===== config.mk =====
export PLATFORM = sky130hd
export DESIGN_NAME = multiword_add_seq
export DESIGN_NICKNAME = d
export VERILOG_FILES = /design/src/rtl/multiword_add_seq.sv
export SDC_FILE = /design/constraint.sdc
export NUM_CORES = 1
export LEC_CHECK = 0
export CORE_ASPECT_RATIO = 1.5
export CORE_MARGIN = 2
export CORE_UTILIZATION = 51
export CTS_CLUSTER_SIZE = 24
export DETAILED_ROUTE_END_ITERATION = 12
export GPL_ROUTABILITY_DRIVEN = 0
export HOLD_SLACK_MARGIN = 0.12
export PLACE_DENSITY = 0.87
export SYNTH_ARGS = -nofsm -noshare
export SYNTH_HDL_FRONTEND = slang
export SYNTH_SLANG_ARGS = --single-unit

===== constraint.sdc =====
create_clock -name clk -period 9.2 [get_ports clk]
set_input_delay 1.38 -clock clk [delete_from_list [all_inputs] [get_ports clk]]
set_output_delay 1.38 -clock clk [all_outputs]
set_load 0.02 [all_outputs]

===== src/rtl/multiword_add_seq.sv =====
// Multi-cycle wide adder: adds two N*WORDS-bit operands one N-bit chunk per cycle.
// Optional subtract mode is enabled by defining MULTIWORD_ADD_SEQ_SUB_EN.

module full_adder (
  input  logic a,
  input  logic b,
  input  logic ci,
  output logic s,
  output logic co
);
  assign s  = a ^ b ^ ci;
  assign co = (a & b) | (ci & (a ^ b));
endmodule

module multiword_add_seq #(
  parameter int N     = 4,
  parameter int WORDS = 4
) (
  input  logic               clk,
  input  logic               rst,
  input  logic               in_valid,
  output logic               in_ready,
  input  logic [N*WORDS-1:0] a,
  input  logic [N*WORDS-1:0] b,
  input  logic               cin,
`ifdef MULTIWORD_ADD_SEQ_SUB_EN
  input  logic               sub,
`endif
  output logic               out_valid,
  input  logic               out_ready,
  output logic [N*WORDS-1:0] sum,
  output logic               cout,
  output logic               busy,
  output logic [1:0]         fsm_state
);
  localparam int W     = N * WORDS;
  localparam int IDX_W = (WORDS > 1) ? $clog2(WORDS) : 1;

  typedef enum logic [1:0] {IDLE = 2'd0, RUN = 2'd1, DONE = 2'd2} state_t;

  state_t           state, state_nxt;
  logic [W-1:0]     a_reg, b_reg, sum_reg;
  logic             carry_reg, cout_reg;
  logic [IDX_W-1:0] idx;
  logic [N-1:0]     a_chunk, b_chunk, s_chunk;
  logic [N:0]       c;
  logic             last;
  logic [W-1:0]     b_load;
  logic             carry_load;

  // Handshakes: a transfer happens on a rising edge where valid and ready are
  // both high; in_ready is only high in IDLE, out_valid only in DONE.
  assign in_ready  = (state == IDLE) & ~rst;
  assign out_valid = (state == DONE);
  assign busy      = (state != IDLE);
  assign sum       = sum_reg;
  assign cout      = cout_reg;
  assign fsm_state = state;

`ifdef MULTIWORD_ADD_SEQ_SUB_EN
  // a - b is a + ~b + 1; cout then reads as "no borrow".
  assign b_load     = sub ? ~b : b;
  assign carry_load = sub ? 1'b1 : cin;
`else
  assign b_load     = b;
  assign carry_load = cin;
`endif

  assign a_chunk = a_reg[idx*N +: N];
  assign b_chunk = b_reg[idx*N +: N];
  assign c[0]    = carry_reg;
  assign last    = (idx == IDX_W'(WORDS - 1));

  for (genvar i = 0; i < N; i++) begin : g_slice
    full_adder u_fa (
      .a  (a_chunk[i]),
      .b  (b_chunk[i]),
      .ci (c[i]),
      .s  (s_chunk[i]),
      .co (c[i+1])
    );
  end

  always_comb begin
    state_nxt = state;
    case (state)
      IDLE:    if (in_valid)  state_nxt = RUN;
      RUN:     if (last)      state_nxt = DONE;
      DONE:    if (out_ready) state_nxt = IDLE;
      default:                state_nxt = IDLE;
    endcase
  end

  always_ff @(posedge clk) begin
    if (rst) begin
      state     <= IDLE;
      a_reg     <= '0;
      b_reg     <= '0;
      sum_reg   <= '0;
      carry_reg <= 1'b0;
      cout_reg  <= 1'b0;
      idx       <= '0;
    end else begin
      state <= state_nxt;
      case (state)
        IDLE: begin
          if (in_valid) begin
            a_reg     <= a;
            b_reg     <= b_load;
            carry_reg <= carry_load;
            idx       <= '0;
          end
        end
        RUN: begin
          // sum_reg is overwritten chunk by chunk, never cleared up front.
          sum_reg[idx*N +: N] <= s_chunk;
          carry_reg           <= c[N];
          if (last) cout_reg <= c[N];
          else      idx      <= idx + 1'b1;
        end
        default: ;
      endcase
    end
  end
endmodule


# Yosys cells after proc, flatten, opt, wreduce, memory -nomap -nowiden
# Cells that the tools add are included.
# Widths: inputs -> output; s select.
totals:
  register_bits: 54
  elab_cells: 60
classes:
  add_sub_neg: 2
  eq_ne: 7
  shift: 4
  muxes: 10
  bitwise: 22
  n_reduce_logical: 8
op_table:
  columns: ["operator", "n"]
  rows:
  - ["$neg 4->34", 1]
  - ["$shift 4x34->16 const A", 1]
  - ["$shiftx 4x34->16", 1]
  - ["$shiftx 16x5->4", 2]
  - ["$bwmux 16", 1]
  - ["$mux 2", 5]
  - ["$and 1x1->1", 9]
  - ["$xor 1x1->1", 8]
  - ["$ne 2x2->1 const B", 3]
  - ["$pmux 2 s3", 1]
  - ["$reduce_and 2->1", 3]
  - ["$reduce_and 3->1", 2]
  - ["$eq 2x2->1 const B", 2]
  - ["$or 1x1->1", 4]
  - ["$pmux 2 s2", 1]
  - ["$reduce_bool 2->1", 2]
  - ["$add 2x1->2 const B", 1]
  - ["$eq 2x1->1 const B", 1]
  - ["$logic_not 2->1", 1]
  - ["$ne 2x1->1 const B", 1]
  - ["$pmux 1 s2", 1]
  - ["$mux 1", 1]
  - ["$not 1->1", 1]

# Depth between registers and ports, before layout
# Gate-level depths: netlist of the first run.
depth:
  depth_word: 11
  mapped_depth: 8
  ltp_nobuf: 7

# Modules after synthesis
# A second synthesis of the first run with hierarchy kept.
hier_totals:
  cells_unflattened: 252
  area_unflattened_um2: 2367.3
modules_own_cells:
  columns: ["module", "n_inst", "cells_each", "area_each_um2"]
  rows:
  - ["multiword_add_seq", 1, 248, 2287.2]
  - ["full_adder", 4, 1, 20.0]

# Least setup slack after synthesis of the first run
# Ideal clock, no wire load.
synth_timing:
  path_kind: "input to output"
  startpoint: "input rst"
  endpoint: "output in_ready"
  arrival_ns: 2.053
  required_ns: 7.820
  path_slack_ns: 5.767
  stages: 3
  path_buffers: 2
  cell_sequence: "buf_2 clkbuf_1 nor2_1"
synth_via:
  elab_chain_cells: 2
synth_rtl:
  columns: ["element", "line_no", "rtl"]
  rows:
  - ["start, declared", "20", "input logic rst,"]
  - ["$not 1->1", "53", "assign in_ready = (state == IDLE) & ~rst;"]
  - ["$and 1x1->1", "53", null]
  - ["end, declared", "22", "output logic in_ready,"]
# No other way between the ends.

# Worst setup path after layout of the first run
# Ends and elaborated chain as after synthesis.

==> summary.md, run 1 <==
Run status
* status: finished, final reports clean

Die
* count of standard-cell rows: 30
* initial standard-cell utilization of the core: 0.535
* horizontal die dimension: 60.6 µm
* Die Y-Extent: 88.9 µm
* Core Area: 4580 µm²
* DIE AREA: 5390 µm²
* Ports: 59

Yosys
* gate count of the mapped netlist: 258
* net count after synthesis: 305
* share of synthesized area occupied by flip-flops and latches: 0.441
* post-synthesis instance area: 2450 µm²
* synthesis warning total: 0
* flip-flop and latch count after synthesis: 54
* mean cell area of the mapped netlist: 9.50 µm²
* distinct cell type count after synthesis: 31

Drt
* 1st-pass router iterations: 4
* detailed-route DRC error count: 0
* wire length per cell after detailed routing: 14.1 µm
* via count: 1985
* Starting DRT DRC Count: 125
* Detail Route Antenna Nets: 0
* vias per cell: 5.41
* final wirelength: 5190 µm

Layout
* number of nets in the finished design: 351
* Core Util, Final: 0.664
* layout cell share with drive strength beyond 1: 0.0825
* number of diodes: 0
* final instance count without filler cells: 367
* area grow syn2layout: 24.2%
* post-route design area: 3040 µm²

Timing
* Slew @ Worst Pin: 1.15 ns
* worst path setup slack after routing: 5.02 ns
* final period utilization: 0.454
* number of setup violations in the final report: 0
* final-report hold violation count: 0
* number of pins with negative max-slew slack in the final report: 0
* setup_tns: 0 ns
* remaining max-slew budget at the tightest pin: 0.230
* Final Skew: 0.00945 ns
* shortest clock period the worst path allows after layout: 4.18 ns
* f_max: 0.239 GHz
* setup repair after global routing missed its margin: no
* worst slack on hold paths: 0.459 ns

Pwr
* worst IR drop on VDD: 114 µV
* overall power after layout: 463 µW
* power per unit of standard cell area: 152 nW/µm²
* LEAKAGE: 1.09 nW

CTS
* deepest clock path buffer count: 2
* count of instances resized after the clock tree is built: 0
* later-pin clock latency in the skew report: 0.31 ns
* CTS root buf: clkbuf_8
* Sink Count: 54
* H-tree levels: 2
* TritonCTS clock tree: built
* Reg clk slew, reported paths: 0.08 ns
* clock buffer count from CTS: 5
* total of hold buffers inserted after clock tree synthesis: 0
* Post CTS Setup Buffer Count: 0

Global routing
* global-route usage over all layers: 0.217
* number of global-route vias before repair: 2002
* antenna violations before repair: 0
* overall overflow remaining after global route: 0
* wire length of the first global-routing pass: 8740 µm
* largest net degree at the start of global routing: 57

Place
* Inst Count DP: 361
* post-DP HPWL: 3700 µm
* Setup Slack @ Placement: 5.01 ns
* post-placement cell area: 2960 µm²
* count of port buffers added during placement: 58

Critical path
* Critical Path Fanout Max: 56
* critical path type: in -> out
* required time at the worst-slack endpoint: 7.82 ns
* startpoint type of the worst setup path: input pin
* Crit. End Element: primary output
* arrival time reported for the critical path endpoint: 2.80 ns

Hold path
* Hold Crit Class: reg -> reg

Run
* number of maximum-capacitance violations: 0

## layout by cell type, fill, tap and decap left out, drive strengths merged
cell type	instances
a21oi	40
fa	4
nand2b	2
nor3	1
nor3b	1
nor4	1
clkdlybuf4s50	57
buf	1
o31ai	1
nand3	2
nand4b	5
ha	6
and3b	1
nand3b	5
nor2b	3
dfxtp	54
mux4	8
or3b	2
o21ai	4
clkbuf	6
inv	3
a32oi	12
or2	1
and4bb	2
nor2	15
nand2	65
and2	1
## synthesized netlist by cell type
library cell / count / area, µm²
and4bb_2: 2 / 25.0
nor3_1: 1 / 5.00
nand2b_1: 2 / 12.5
nand3b_1: 5 / 37.5
a21oi_2: 2 / 17.5
buf_2: 2 / 10.0
nor3b_4: 1 / 18.8
buf_4: 3 / 22.5
nand4b_2: 1 / 15.0
or3b_1: 1 / 8.76
o21ai_0: 4 / 20.0
clkbuf_1: 6 / 22.5
nor2_1: 15 / 56.3
nand3_1: 2 / 10.0
nand4b_1: 4 / 35.0
or2_2: 1 / 6.26
mux4_2: 8 / 180
a21oi_1: 38 / 190
ha_1: 6 / 75.1
buf_6: 8 / 90.1
a32oi_1: 12 / 105
nand2_1: 65 / 244
inv_1: 3 / 11.3
o31ai_2: 1 / 12.5
and3b_1: 1 / 8.76
or3b_4: 1 / 11.3
fa_1: 4 / 80.1
nor4_2: 1 / 12.5
and2_1: 1 / 6.26
nor2b_1: 3 / 18.8
dfxtp_1: 54 / 1080
## cell families after synthesis
group | Yosys count | synth area share
and+or+nand+nor | 107 | 0.217
DFF | 54 | 0.441
AOI/OAI and AO/OA | 57 | 0.141
adders and majority gates | 10 | 0.0633
muxes | 8 | 0.0735
buffers and inverters | 22 | 0.0638
## power breakdown
group          switching, mW  internal [mW]
registers             0.0102          0.245
clock network         0.0702         0.0582
logic                 0.0399         0.0399
total                  0.120          0.343
## cell type report
type | count | area [µm²]
clock buffers | 6 | 82.6
inverters | 3 | 11.3
multi-input cells | 182 | 1210
fillers | 387 | 1540
repair buffers | 58 | 576
well taps | 64 | 80.1
flip-flops and latches | 54 | 1080
## routing by layer
metal / up-vias / track usage / share of wire
li1: 983 / - / -
met1: 932 / 0.243 / 0.39
met2: 59 / 0.385 / 0.55
met3: 11 / 0.0365 / 0.036
met4: 0 / 0.105 / 0.022
met5: - / 0 / 0
## final timing paths
kind                                 from        end  slack (ns)  cells after the start
worst max-delay path                  rst   in_ready        5.02                      3
worst max register to register     idx[0]    sum[11]        5.53                      7
worst min-delay path            b_reg[15]  b_reg[15]        0.46                      2
worst min register to register  b_reg[15]  b_reg[15]        0.46                      2
## worst max-delay path, stage by stage
cell	delay (ns)
buf_2	0.71
nor2_1	0.12
clkdlybuf4s50_1	0.57
Note: power is estimated with default switching activity, not from simulation.
==> inputs of run 2 (changes only) <==
- CORE_UTILIZATION: 51 -> 44
- PLACE_DENSITY: 0.87 -> 0.8
- clock period: 9.2 -> 3.7 ns (I/O delays scaled with it)
==> summary.md, run 2 (synthesis gave the netlist of run 1 again) <==
Run status
* status: finished, final reports clean

Global routing
* overall overflow remaining after global route: 0
* largest net degree at the start of global routing: 56
* wire length of the first global-routing pass: 8850 µm
* antenna violations before repair: 0
* number of global-route vias before repair: 1919
* global-route usage over all layers: 0.188

Die
* count of standard-cell rows: 33
* Core Area: 5410 µm²
* initial standard-cell utilization of the core: 0.453
* Ports: 59
* DIE AREA: 6190 µm²
* horizontal die dimension: 64.9 µm
* Die Y-Extent: 95.4 µm

Timing
* Slew @ Worst Pin: 1.13 ns
* number of pins with negative max-slew slack in the final report: 0
* shortest clock period the worst path allows after layout: 3.30 ns
* f_max: 0.303 GHz
* number of setup violations in the final report: 0
* final-report hold violation count: 0
* final period utilization: 0.892
* setup repair after global routing missed its margin: no
* Final Skew: 0.00889 ns
* worst path setup slack after routing: 0.400 ns
* setup_tns: 0 ns
* remaining max-slew budget at the tightest pin: 0.245

Drt
* Detail Route Antenna Nets: 0
* via count: 2035
* final wirelength: 5440 µm
* 1st-pass router iterations: 4
* vias per cell: 5.36
* detailed-route DRC error count: 0
* Starting DRT DRC Count: 100
* wire length per cell after detailed routing: 14.3 µm

CTS
* Sink Count: 54
* later-pin clock latency in the skew report: 0.31 ns
* total of hold buffers inserted after clock tree synthesis: 0
* Reg clk slew, reported paths: 0.09 ns
* clock buffer count from CTS: 5
* Post CTS Setup Buffer Count: 0
* TritonCTS clock tree: built
* H-tree levels: 2
* deepest clock path buffer count: 2
* count of instances resized after the clock tree is built: 0
* CTS root buf: clkbuf_8

Place
* post-DP HPWL: 4020 µm
* count of port buffers added during placement: 58
* Inst Count DP: 372
* Setup Slack @ Placement: 0.443 ns
* post-placement cell area: 3010 µm²

Critical path
* CP Depth: 7
* Critical Path Fanout Max: 9
* arrival time reported for the critical path endpoint: 3.54 ns
* Largest delay share family, worst path: adder cells
* crit path cell chain: mux4_2 -> fa_1 -> fa_1 -> fa_1 -> fa_1 -> nand4b_1 -> a21oi_1
* delay contributed by the slowest stage of the critical path: 0.60 ns
* r2r worst-path depth: 7
* startpoint type of the worst setup path: register
* required time at the worst-slack endpoint: 3.94 ns
* Bufs and invs on worst path: 0
* worst-path cell with the longest stage delay: fa_1
* Crit. End Element: register
* most frequent CP cell: fa_1
* critical path type: reg -> reg

Pwr
* LEAKAGE: 1.13 nW
* power per unit of standard cell area: 393 nW/µm²
* worst IR drop on VDD: 284 µV
* overall power after layout: 1.22 mW

Layout
* area grow syn2layout: 27.0%
* most used cells in the layout excluding fill and tap cells: nand2_1, clkdlybuf4s50_1, dfxtp_1, a21oi_1, nor2_1
* commonest non-fill, non-tap cell in the layout: nand2_1
* number of diodes: 0
* Filler cells: 498
* post-route design area: 3110 µm²
* number of nets in the finished design: 356
* layout cell share with drive strength beyond 1: 0.0968
* final instance count without filler cells: 380

Hold path
* hold depth: 2
* Hold Crit Class: reg -> reg

Run
* number of maximum-capacitance violations: 0

run 2: changes by cell type in the layout (fill, tap and decap cells not counted), sizes merged:
cell / previous run / this run
buf: 1 / 6
clkbuf: 6 / 7
bufinv: 0 / 1
run 2: cell type report:
class                      instances  area, µm²  area share
sequential                        54       1080       0.347
clock buffer                       7       76.3      0.0245
inverter                           3       11.3     0.00362
clock inverter                     1       30.0     0.00965
timing repair buffer              63        613       0.197
tap                               70       87.6      0.0281
multi-input combinational        182       1210       0.390
run 2: final timing paths:
kind | start | end | slack, ns
worst max register to register | idx[0] | sum[11] | 0.40
worst min-delay path | a_reg[13] | a_reg[13] | 0.46
worst max-delay path | idx[0] | sum[11] | 0.40
worst min register to register | a_reg[13] | a_reg[13] | 0.46
run 2: metal layers:
metal  track usage  part of all wire
met5             0                 0
met4        0.0798             0.018
met3        0.0378             0.038
met2         0.351              0.56
met1         0.202              0.39
run 2: metrics by stage:
step	hold slack, ns	utilization
floorplan	0.433	-
global placement	0.440	0.556
detailed placement	0.447	0.556
CTS	0.458	0.575
global route	0.475	0.575
finish	0.458	0.575
run 2: report_power, final:
| part | internal [mW] | switching (mW) | leakage [nW] |
|---|---|---|---|
| sequential | 0.609 | 0.0213 | 0.441 |
| combinational | 0.103 | 0.106 | 0.633 |
| clock | 0.203 | 0.182 | 0.0524 |
| total | 0.914 | 0.309 | 1.13 |
run 2: worst min-delay path, cell delays in order, from the launching register on:
cell     delay [ns]
dfxtp_1        0.31
nand2_1        0.05
a21oi_1        0.05
==> inputs of run 3 (changes only) <==
- CORE_UTILIZATION: 44 -> 49
- PLACE_DENSITY: 0.8 -> 0.84
- clock period: 3.7 -> 3.5 ns (I/O delays scaled with it)
==> summary.md, run 3 (synthesis gave the netlist of run 1 again) <==
Drt
* wire length per cell after detailed routing: 14.1 µm
* 1st-pass router iterations: 4
* Starting DRT DRC Count: 113
* Detail Route Antenna Nets: 0
* detailed-route DRC error count: 0
* vias per cell: 5.48
* via count: 2056
* final wirelength: 5280 µm

CTS
* total of hold buffers inserted after clock tree synthesis: 0
* Reg clk slew, reported paths: 0.10 ns
* Sink Count: 54
* clock buffer count from CTS: 5
* CTS root buf: clkbuf_8
* later-pin clock latency in the skew report: 0.31 ns
* TritonCTS clock tree: built
* count of instances resized after the clock tree is built: 0
* H-tree levels: 2
* Post CTS Setup Buffer Count: 0
* deepest clock path buffer count: 2

Critical path
* Critical Path Fanout Max: 4
* Bufs and invs on worst path: 0
* required time at the worst-slack endpoint: 3.69 ns
* arrival time reported for the critical path endpoint: 3.29 ns
* start point of the critical path: idx[0]
* crit path cell chain: mux4_2 -> fa_1 -> fa_1 -> fa_1 -> fa_1 -> a32oi_1 -> nor2_1
* critical path type: reg -> reg
* Largest delay share family, worst path: adder cells
* delay contributed by the slowest stage of the critical path: 0.54 ns
* most frequent CP cell: fa_1
* beginning of the worst register-to-register path: idx[0]
* Crit. End Element: register
* startpoint type of the worst setup path: register
* worst-path cell with the longest stage delay: mux4_2

Place
* post-placement cell area: 3000 µm²
* Inst Count DP: 368
* count of port buffers added during placement: 58
* post-DP HPWL: 3950 µm

Global routing
* number of global-route vias before repair: 2034
* global-route usage over all layers: 0.210
* wire length of the first global-routing pass: 8960 µm
* overall overflow remaining after global route: 0
* largest net degree at the start of global routing: 56
* antenna violations before repair: 0

Die
* Ports: 59
* count of standard-cell rows: 31
* DIE AREA: 5590 µm²
* Die Y-Extent: 90.6 µm
* horizontal die dimension: 61.7 µm
* Core Area: 4810 µm²
* initial standard-cell utilization of the core: 0.509

Run
* number of maximum-capacitance violations: 0

Timing
* number of pins with negative max-slew slack in the final report: 0
* Final Skew: 0.0134 ns
* final period utilization: 0.886
* f_max: 0.322 GHz
* Slew @ Worst Pin: 1.12 ns
* setup_tns: 0 ns
* setup repair after global routing missed its margin: no
* shortest clock period the worst path allows after layout: 3.10 ns
* final-report hold violation count: 0
* remaining max-slew budget at the tightest pin: 0.252
* number of setup violations in the final report: 0
* worst slack on hold paths: 0.455 ns

Pwr
* relative contribution of combinational cells to total power: 0.181
* LEAKAGE: 1.11 nW
* power per unit of standard cell area: 395 nW/µm²
* switching power total: 331 µW
* power share of the clock group: 0.274
* switching part of the total power: 0.271
* worst IR drop on VDD: 329 µV
* sequential cell fraction of total power: 0.545
* internal power consumption: 889 µW

Run status
* status: finished, final reports clean

Layout
* Multi-input gate area: 1210 µm²
* commonest non-fill, non-tap cell in the layout: nand2_1
* number of diodes: 0
* most used cells in the layout excluding fill and tap cells: nand2_1, clkdlybuf4s50_1, dfxtp_1, a21oi_1, nor2_1
* post-route design area: 3080 µm²
* Filler cells: 420
* Core Util, Final: 0.641
* final instance count without filler cells: 375
* area used by sequential logic in the layout: 1080 µm²
* layout cell share with drive strength beyond 1: 0.100
* area grow syn2layout: 25.9%
* number of nets in the finished design: 356

Hold path
* Hold Crit Class: reg -> reg
* hold_sp: a_reg[15]

[run 3: cell types whose count changed in the layout (fill, tap and decap cells not counted), sizes merged]
cell and change:
clkinvlp +2, bufinv -1, clkbuf -2
[run 3: metrics by stage]
stage | power (mW) | setup WS [ns]
3_3_place_gp | 0.893 | 0.483
2_1_floorplan | 0.823 | 0.303
5_1_grt | 1.27 | 0.261
6_report | 1.22 | 0.398
4_1_cts | 1.22 | 0.398
3_5_place_dp | 0.899 | 0.416
[run 3: final timing paths]
kind | cells past startpoint | slack, ns | to
max reg2reg | 7 | 0.40 | sum[15]
min | 2 | 0.45 | a_reg[15]
min reg2reg | 2 | 0.45 | a_reg[15]
max | 7 | 0.40 | sum[15]
[run 3: worst min-delay path, stage by stage, from the launching register on]
cell and delay [ns]:
dfxtp_1 0.31, nand2_1 0.05, a21oi_1 0.05
[run 3: power groups by stage]
stage	clock network, mW	logic [mW]	registers [mW]
2_1_floorplan	0	0.148	0.675
3_3_place_gp	0	0.216	0.678
3_5_place_dp	0	0.221	0.679
4_1_cts	0.338	0.221	0.664
5_1_grt	0.364	0.242	0.668
6_report	0.334	0.221	0.665
[run 3: final cells by class]
| type | instances | area share |
|---|---|---|
| Clock buffer | 5 | 0.0223 |
| Clock inverter | 2 | 0.00487 |
| Inverter | 3 | 0.00365 |
| Multi-Input combinational cell | 182 | 0.393 |
| Sequential cell | 54 | 0.351 |
| Tap cell | 66 | 0.0268 |
| Timing Repair Buffer | 63 | 0.199 |
[run 3: routing by layer]
metal  track usage  vias to the layer above  routed length (µm)
li1              -                      997                   -
met5             0                        -                   0
met2         0.354                       87                2880
met1         0.238                      957                1930
met3        0.0430                       15                 302
met4         0.106                        0                 159
